**config.mk**
```make
export PLATFORM = sky130hd
export DESIGN_NAME = bit_serial_core_arbiter
export DESIGN_NICKNAME = d
export VERILOG_FILES = /design/src/rtl/bit_serial_core_arbiter.sv
export SDC_FILE = /design/constraint.sdc
export NUM_CORES = 1
export LEC_CHECK = 0
export CELL_PAD_IN_SITES_DETAIL_PLACEMENT = 0
export CELL_PAD_IN_SITES_GLOBAL_PLACEMENT = 1
export CORE_MARGIN = 2
export CORE_UTILIZATION = 32
export CTS_CLUSTER_DIAMETER = 50
export DETAILED_ROUTE_END_ITERATION = 16
export PLACE_DENSITY = 0.93
export SLEW_MARGIN = 20
export SYNTH_ARGS = -nofsm -noshare
export SYNTH_HDL_FRONTEND = slang
export SYNTH_SLANG_ARGS = --single-unit
```
**constraint.sdc**
```tcl
create_clock -name clk -period 5.7 [get_ports clk]
set_clock_uncertainty 0.05 [all_clocks]
set_input_delay 1.71 -clock clk [delete_from_list [all_inputs] [get_ports clk]]
set_output_delay 1.71 -clock clk [all_outputs]
set_load 0.02 [all_outputs]
```
**src/rtl/bit_serial_core_arbiter.sv**
```systemverilog
// Shares one bit_serial_neuron core among NUM_REQ requesters: hi-priority tier over round-robin,
// one op in flight, watchdog-bounded wait for core_done, valid/ready result return.
module bit_serial_core_arbiter #(
  parameter int NUM_REQ      = 4,
  parameter int WEIGHT_WIDTH = 8,
  parameter int STATE_WIDTH  = 16,
  parameter int TIMEOUT      = 64
) (
  input  logic                              clk,
  input  logic                              rst,
  input  logic [NUM_REQ-1:0]                req_valid,
  input  logic [NUM_REQ-1:0]                req_hi,
  output logic [NUM_REQ-1:0]                req_ready,
  input  logic [NUM_REQ*WEIGHT_WIDTH-1:0]   req_weight,
  input  logic [NUM_REQ*STATE_WIDTH-1:0]    req_state,
  input  logic [NUM_REQ-1:0]                req_spike,
  output logic                              core_start_op,
  output logic                              core_spike_in,
  output logic [WEIGHT_WIDTH-1:0]           core_weight_byte,
  output logic [STATE_WIDTH-1:0]            core_state_in,
  input  logic [STATE_WIDTH-1:0]            core_state_out,
  input  logic                              core_done,
  input  logic                              core_fire_event,
  output logic                              rsp_valid,
  input  logic                              rsp_ready,
  output logic [$clog2(NUM_REQ)-1:0]        rsp_id,
  output logic [STATE_WIDTH-1:0]            rsp_state,
  output logic                              rsp_fire,
  output logic                              rsp_err,
  output logic                              busy,
  output logic                              timeout_err,
  output logic                              protocol_err,
  output logic [31:0]                       ops_completed
);

  localparam int ID_W = $clog2(NUM_REQ);
  localparam int WD_W = $clog2(TIMEOUT);

  typedef enum logic [1:0] {S_IDLE, S_ISSUE, S_WAIT, S_RESP} state_t;

  typedef struct packed {
    logic [ID_W-1:0]         id;
    logic [WEIGHT_WIDTH-1:0] weight;
    logic [STATE_WIDTH-1:0]  state;
    logic                    spike;
  } op_t;

  typedef struct packed {
    logic [ID_W-1:0]        id;
    logic [STATE_WIDTH-1:0] state;
    logic                   fire;
    logic                   err;
  } rsp_t;

  state_t state_q, state_d;
  op_t    op_q;
  rsp_t   rsp_q;

  logic [ID_W-1:0] rr_ptr;
  logic [WD_W-1:0] wd_q;
  logic            wd_expire;

  logic [NUM_REQ-1:0][WEIGHT_WIDTH-1:0] w_arr;
  logic [NUM_REQ-1:0][STATE_WIDTH-1:0]  s_arr;
  logic [NUM_REQ-1:0]                   hi_cand;
  logic [NUM_REQ-1:0]                   cand;
  logic                                 win_found;
  logic [ID_W-1:0]                      win_id;
  logic [ID_W:0]                        sum;
  logic                                 idle;
  logic                                 take;

  assign w_arr = req_weight;
  assign s_arr = req_state;
  assign idle  = (state_q == S_IDLE);

  genvar i;
  generate
    for (i = 0; i < NUM_REQ; i++) begin : g_lane
      assign hi_cand[i]   = req_valid[i] & req_hi[i];
      assign req_ready[i] = idle & win_found & (win_id == ID_W'(i));
    end
  endgenerate

  // Hi tier wins outright when present; otherwise all valid requesters compete.
  assign cand = (|hi_cand) ? hi_cand : req_valid;

  // First candidate at or after rr_ptr, wrapping modulo NUM_REQ.
  always_comb begin
    win_found = 1'b0;
    win_id    = '0;
    sum       = '0;
    for (int k = 0; k < NUM_REQ; k++) begin
      sum = {1'b0, rr_ptr} + (ID_W+1)'(k);
      if (sum >= (ID_W+1)'(NUM_REQ)) sum = sum - (ID_W+1)'(NUM_REQ);
      if (!win_found && cand[sum[ID_W-1:0]]) begin
        win_found = 1'b1;
        win_id    = sum[ID_W-1:0];
      end
    end
  end

  assign take      = idle & win_found;
  assign wd_expire = (wd_q == WD_W'(TIMEOUT-1));

  always_ff @(posedge clk) begin
    if (rst) state_q <= S_IDLE;
    else     state_q <= state_d;
  end

  always_comb begin
    state_d = state_q;
    case (state_q)
      S_IDLE:  if (take) state_d = S_ISSUE;
      S_ISSUE: state_d = S_WAIT;
      S_WAIT:  if (core_done || wd_expire) state_d = S_RESP;
      S_RESP:  if (rsp_ready) state_d = S_IDLE;
      default: state_d = S_IDLE;
    endcase
  end

  always_ff @(posedge clk) begin
    if (rst) begin
      op_q          <= '0;
      rsp_q         <= '0;
      rr_ptr        <= '0;
      wd_q          <= '0;
      timeout_err   <= 1'b0;
      protocol_err  <= 1'b0;
      ops_completed <= '0;
    end else begin
      case (state_q)
        S_IDLE: begin
          if (take) begin
            op_q.id     <= win_id;
            op_q.weight <= w_arr[win_id];
            op_q.state  <= s_arr[win_id];
            op_q.spike  <= req_spike[win_id];
          end
        end
        S_ISSUE: wd_q <= '0;
        S_WAIT: begin
          // core_done takes precedence over a watchdog expiry in the same cycle
          if (core_done) begin
            rsp_q.id    <= op_q.id;
            rsp_q.state <= core_state_out;
            rsp_q.fire  <= core_fire_event;
            rsp_q.err   <= 1'b0;
          end else if (wd_expire) begin
            rsp_q.id    <= op_q.id;
            rsp_q.state <= op_q.state;
            rsp_q.fire  <= 1'b0;
            rsp_q.err   <= 1'b1;
            timeout_err <= 1'b1;
          end else begin
            wd_q <= wd_q + WD_W'(1);
          end
        end
        S_RESP: begin
          if (rsp_ready) begin
            ops_completed <= ops_completed + 32'd1;
            rr_ptr <= (op_q.id == ID_W'(NUM_REQ-1)) ? '0 : op_q.id + ID_W'(1);
          end
        end
        default: ;
      endcase
      if (core_done && state_q != S_WAIT) protocol_err <= 1'b1;
    end
  end

  assign core_start_op    = (state_q == S_ISSUE);
  assign core_spike_in    = op_q.spike;
  assign core_weight_byte = op_q.weight;
  assign core_state_in    = op_q.state;
  assign rsp_valid        = (state_q == S_RESP);
  assign rsp_id           = rsp_q.id;
  assign rsp_state        = rsp_q.state;
  assign rsp_fire         = rsp_q.fire;
  assign rsp_err          = rsp_q.err;
  assign busy             = !idle;

endmodule

```
## Word level (Yosys, flattened, before mapping)

Index checks and enable logic that the tools add are counted.

- Flip-flop bits (word level): 91
- Input port bits: 129
- Output and inout port bits: 86
- Word-level logic and storage cells: 114

- Add/sub/neg operators: 10
- Order comparisons: 9
- Eq/ne operators: 14
- Mux-type cells: 37
- Bitwise logic cells: 10
- Reductions and logical operators: 20

Operators by type and width:

| kind | count |
|---|---|
| 20-bit two-way mux | 2 |
| 32-bit by 1-bit adder with 32-bit output (second input constant) | 1 |
| 16-bit binary-select mux with 2-bit select | 1 |
| 2-bit two-way mux | 12 |
| 8-bit binary-select mux with 2-bit select | 1 |
| 16-bit two-way mux | 1 |
| 2-bit by 3-bit < comparator with 1-bit output (second input constant) | 5 |
| 6-bit two-way mux | 2 |
| 6-bit one-hot mux with 2 select lines | 1 |
| 1-bit binary-select mux with 2-bit select | 5 |
| 2-bit equality test (second input constant) | 5 |
| 1-bit AND | 9 |
| 3-bit greater-or-equal comparator (second input constant) | 3 |
| 1-bit two-way mux | 9 |
| 3-bit AND reduction | 3 |
| 8-bit two-way mux | 1 |
| 2-bit inequality test (second input constant) | 4 |
| 2-bit one-hot mux with 4 select lines | 1 |
| 2-bit by 1-bit subtractor with 2-bit output (second input constant) | 4 |
| 2-bit by 2-bit adder with 3-bit output (second input constant) | 2 |
| 6-bit by 1-bit adder with 6-bit output (second input constant) | 1 |
| 6-bit equality test (second input constant) | 1 |
| 2-bit AND reduction | 3 |
| 2-bit by 1-bit equality test with 1-bit output (second input constant) | 2 |
| other kinds (12) | 21 |

## Logic depth before layout (Yosys ltp)

- Word-level depth: 18
- Gate-level depth with buffers: 10
- Depth with buffers taken out: 8

## Worst setup path after synthesis

Ideal clock, no wire load.

- Path kind: input -> output
- Start point: input port req_valid[1]
- End point: output port req_ready[0]
- Arrival: 3.708 ns
- Data required time: 3.940 ns
- Setup slack: 0.232 ns
- Cell stages on the path: 8
- Buffers on the path: 3
- Cells stage by stage: buf_2 > a22o_1 > a211oi_1 > a2111o_1 > clkbuf_1 > buf_1 > a22oi_1 > nor3_1

- Word-level cells in the longest chain between the ends: 17

RTL lines:

| what | line | text |
|---|---|---|
| from (decl) | 11 | `input logic [NUM_REQ-1:0] req_valid,` |
| 1-bit AND | 80 | `assign hi_cand[i] = req_valid[i] & req_hi[i];` |
| 4-bit OR reduction | 86 | `assign cand = (\|hi_cand) ? hi_cand : req_valid;` |
| 4-bit two-way mux (*) | 86 |  |
| 1-bit binary-select mux with 2-bit select | 96 | `if (!win_found && cand[sum[ID_W-1:0]]) begin` |
| 1-bit two-way mux (implied by the code) | 96 |  |
| 1-bit two-way mux | 96 |  |
| 1-bit logical NOT | 96 |  |
| 1-bit logical AND | 96 |  |
| 1-bit two-way mux | 96 |  |
| 1-bit logical NOT | 96 |  |
| 1-bit logical AND | 96 |  |
| 1-bit two-way mux | 96 |  |
| 1-bit logical NOT | 96 |  |
| 1-bit logical AND | 96 |  |
| 1-bit two-way mux or 2-bit two-way mux (tied branches) | 96 |  |
| 1-bit AND or 2-bit logical NOT (tied branches) | 81 | `assign req_ready[i] = idle & win_found & (win_id == ID_W'(i));` |
| 1-bit AND (*) | 81 |  |
| to (decl) | 13 | `output logic [NUM_REQ-1:0] req_ready,` |

Every way passes the cells marked *; elsewhere a longest branch is shown, timed or not. The select of a mux whose other input is x is not followed.

## Final worst setup path

- Start point: input port req_hi[0]
- End point: output port req_ready[0]

- Word-level cells in the longest chain between the ends: 17

RTL lines:

| what | line | text |
|---|---|---|
| from (decl) | 12 | `input logic [NUM_REQ-1:0] req_hi,` |
| 1-bit AND (*) | 80 |  |
| 4-bit OR reduction | 86 |  |
| 4-bit two-way mux (*) | 86 |  |
| 1-bit binary-select mux with 2-bit select | 96 |  |
| 1-bit two-way mux (implied by the code) | 96 |  |
| 1-bit two-way mux | 96 |  |
| 1-bit logical NOT | 96 |  |
| 1-bit logical AND | 96 |  |
| 1-bit two-way mux | 96 |  |
| 1-bit logical NOT | 96 |  |
| 1-bit logical AND | 96 |  |
| 1-bit two-way mux | 96 |  |
| 1-bit logical NOT | 96 |  |
| 1-bit logical AND | 96 |  |
| 1-bit two-way mux or 2-bit two-way mux (tied branches) | 96 |  |
| 1-bit AND or 2-bit logical NOT (tied branches) | 81 |  |
| 1-bit AND (*) | 81 |  |

Marked as above.

==> results.yml <==
status:
  status: "finished clean"
synth:
  synth-seq-cells: 91
  ys_async_sr_fraction: 0
  synthCells: 675
  yosys.cell_types.count: 50
  synth_nets: 811
  synth_seq_area_share: 0.329
  synth_most_common_cell: "dfxtp_1"
  synthesis.area_mm2: 0.00553
  ys.flop_type: "dfxtp_1"
  syn_area_per_cell_um2: 8.19
  synth_common_cells: "dfxtp_1 (91), nand2_1 (76), nor2_1 (66), a21oi_1 (43)"
  ys_warn_count: 0
  synth_top_cell_by_area: "dfxtp_1"
  synthTopCellsByArea: "dfxtp_1 (33%), nand2_1 (5.2%), mux2_4 (4.9%), a221o_1 (4.5%), nor2_1 (4.5%)"
  synth-edff-count: 0
  synth.top_cell.area_share: 0.329
timing:
  hold_viol_final: 0
  hold_slack_ns: 0.411
  fmax_ghz: 0.178
  period_minus_slack_ns: 5.61
  relSlewSlack: 0.449
  setup_viol: 0
  tightest_slew_ns: 0.826
  maxSlewViolCount: 0
  finalSetupTns_ns: 0
  min_period_over_period: 0.984
cts:
  path_clk_slew_ns: 0.07
  cts_tree: "built"
  ctsHoldBuffers: 0
  ctsRootBufferMaster: "clkbuf_16"
  clock_sinks: 91
  ctsLongestPathBuffers: 2
  cts_buffers: 9
  cts_setup_buffers: 0
  clk_latency_ns: 0.34
  htreeDepth: 3
grt:
  grt_pass1_vias: 5485
  grt-busiest-layer: "met2"
  grtUsageTotal: 0.194
  use_met1: 0.242
  antenna_found_initial: 1
  met3_usage: 0.0509
  grtUsageMet2: 0.327
  grt_max_degree: 67
  overflow: 0
  grt_pass1_wl_um: 28300
floorplan:
  die_h_um: 135
  num_rows: 48
  boundaryPins: 215
  die_w_um: 135
  start_util: 0.323
  dieArea_mm2: 0.0183
  core_area_mm2: 0.0171
run:
  max_cap_violations: 0
place:
  io_buffers: 214
  place.gp.congestion: 0.839
  placement.cell_area_mm2: 0.00793
  dpl.hpwl_um: 13200
routing:
  dr.pass1.iters: 5
  viasPerCell: 5.24
  finalWirelength_um: 18200
  avgRoutedWirePerCell_um: 16.5
  ant_nets: 0
  drt_iter0_markers: 357
  via_count: 5782
  drcViolationCount: 0
critical_path:
  crit_type: "primary input to output port"
  arrival_ns: 3.85
  crit_required_ns: 3.94
  cp_max_fo: 6
  max_stage_delay_ns: 0.52
  worstPathCellList: "clkdlybuf4s50_1 -> a222oi_1 -> o21ai_2 -> a22oi_1 -> nor2_1 -> buf_4 -> nor3_1 -> clkdlybuf4s15_1"
  end_kind: "output port"
  crit_slowest_cell: "a222oi_1"
  startpoint_type: "primary input"
power:
  p_leak_nw: 3.17
  p_per_area_mw_per_mm2: 289
  vdd_drop_max_v: 0.000133
cells_and_area:
  fillers: 1657
  area_delta_synth_final_pct: 49.4
  layout-drive-gt1-share: 0.112
  nets: 1008
  design_area_mm2: 0.00826
min_path:
  min_path_type: "register to register"
## layout make-up
cell class,count,area [µm²],share of cell area
Sequential cell,91,1820,0.221
Timing Repair Buffer,258,2460,0.297
Tap cell,225,282,0.0341
Clock inverter,5,85.1,0.0103
Multi-Input combinational cell,502,3330,0.403
Clock buffer,11,243,0.0294
Antenna cell,1,2.50,0.000303
Inverter,10,37.5,0.00455
## through the flow
step	power, mW	setup WS (ns)	util	cells
after floorplan	1.36	0.232	-	675
after global placement	1.73	-0.217	0.463	1086
after detailed placement	1.74	-0.256	0.463	1086
after CTS	2.41	0.0217	0.482	1102
after global routing	2.51	-0.0224	0.482	1102
final	2.39	0.0928	0.482	1103
## layout by cell type, fill, tap and decap left out, drive strengths merged, types with 10 or more instances in the layout
cell type / instances
a211oi: 20
a21oi: 43
a221o: 25
and3: 32
buf: 45
clkbuf: 13
clkdlybuf4s50: 209
dfxtp: 91
inv: 10
mux2: 25
mux2i: 17
nand2: 76
nand3: 20
nor2: 66
o21ai: 36
o22ai: 25
o31a: 25
xor2: 23
## where the power goes
group	switching (mW)	leakage (nW)	total, mW	internal [mW]
Sequential	0.0777	0.740	0.805	0.727
Combinational	0.475	2.28	0.920	0.445
Clock	0.266	0.156	0.666	0.399
## critical path: cells and delay by family
kind | cells | cell delay [ns]
AOI/OAI and AO/OA | 3 | 0.88
and+or+nand+nor | 2 | 0.26
buffers and inverters | 3 | 0.99
## metal layers
layer | part of all wire | vias up
met3 | 0.084 | 18
li1 | - | 2847
met1 | 0.43 | 2662
met2 | 0.47 | 255
met4 | 0.012 | 0
met5 | 0 | -
## final timing paths
path,startpoint,endpoint,slack [ns],cells after the start
hold reg to reg,rsp_id[1],rsp_id[1],0.41,2
setup reg to reg,rr_ptr[1],core_weight_byte[6],2.87,8
hold / removal,rsp_id[1],rsp_id[1],0.41,2
setup / recovery,req_hi[0],req_ready[0],0.09,8
## sequential cells by signal, indices dropped and copies added (netlist names), 6 cells and up
| register | cells |
|---|---|
| ops_completed | 32 |
| core_state_in | 16 |
| rsp_state | 16 |
| core_weight_byte | 8 |
| wd_q | 6 |
## timing repair
action	CTS	global route
cloned	0	0
pin swaps	0	1
endpoints found under the hold margin	0	0
endpoints found under the setup margin	4	4
resized for setup	4	8
## logic make-up (layout without fill, tap and decap cells)
kind of cell / count (synthesis) / after routing / share of synthesized area
muxes: 42 / 42 / 0.0939
other: 0 / 1 / 0
DFF: 91 / 91 / 0.329
buffers and inverters: 82 / 284 / 0.0774
AOI/OAI and AO/OA: 193 / 193 / 0.242
xor gates and xnor gates: 31 / 31 / 0.0491
and+or+nand+nor: 229 / 229 / 0.193
adders and majority gates: 7 / 7 / 0.0158
No activity file was read; power rests on OpenSTA's default activity.
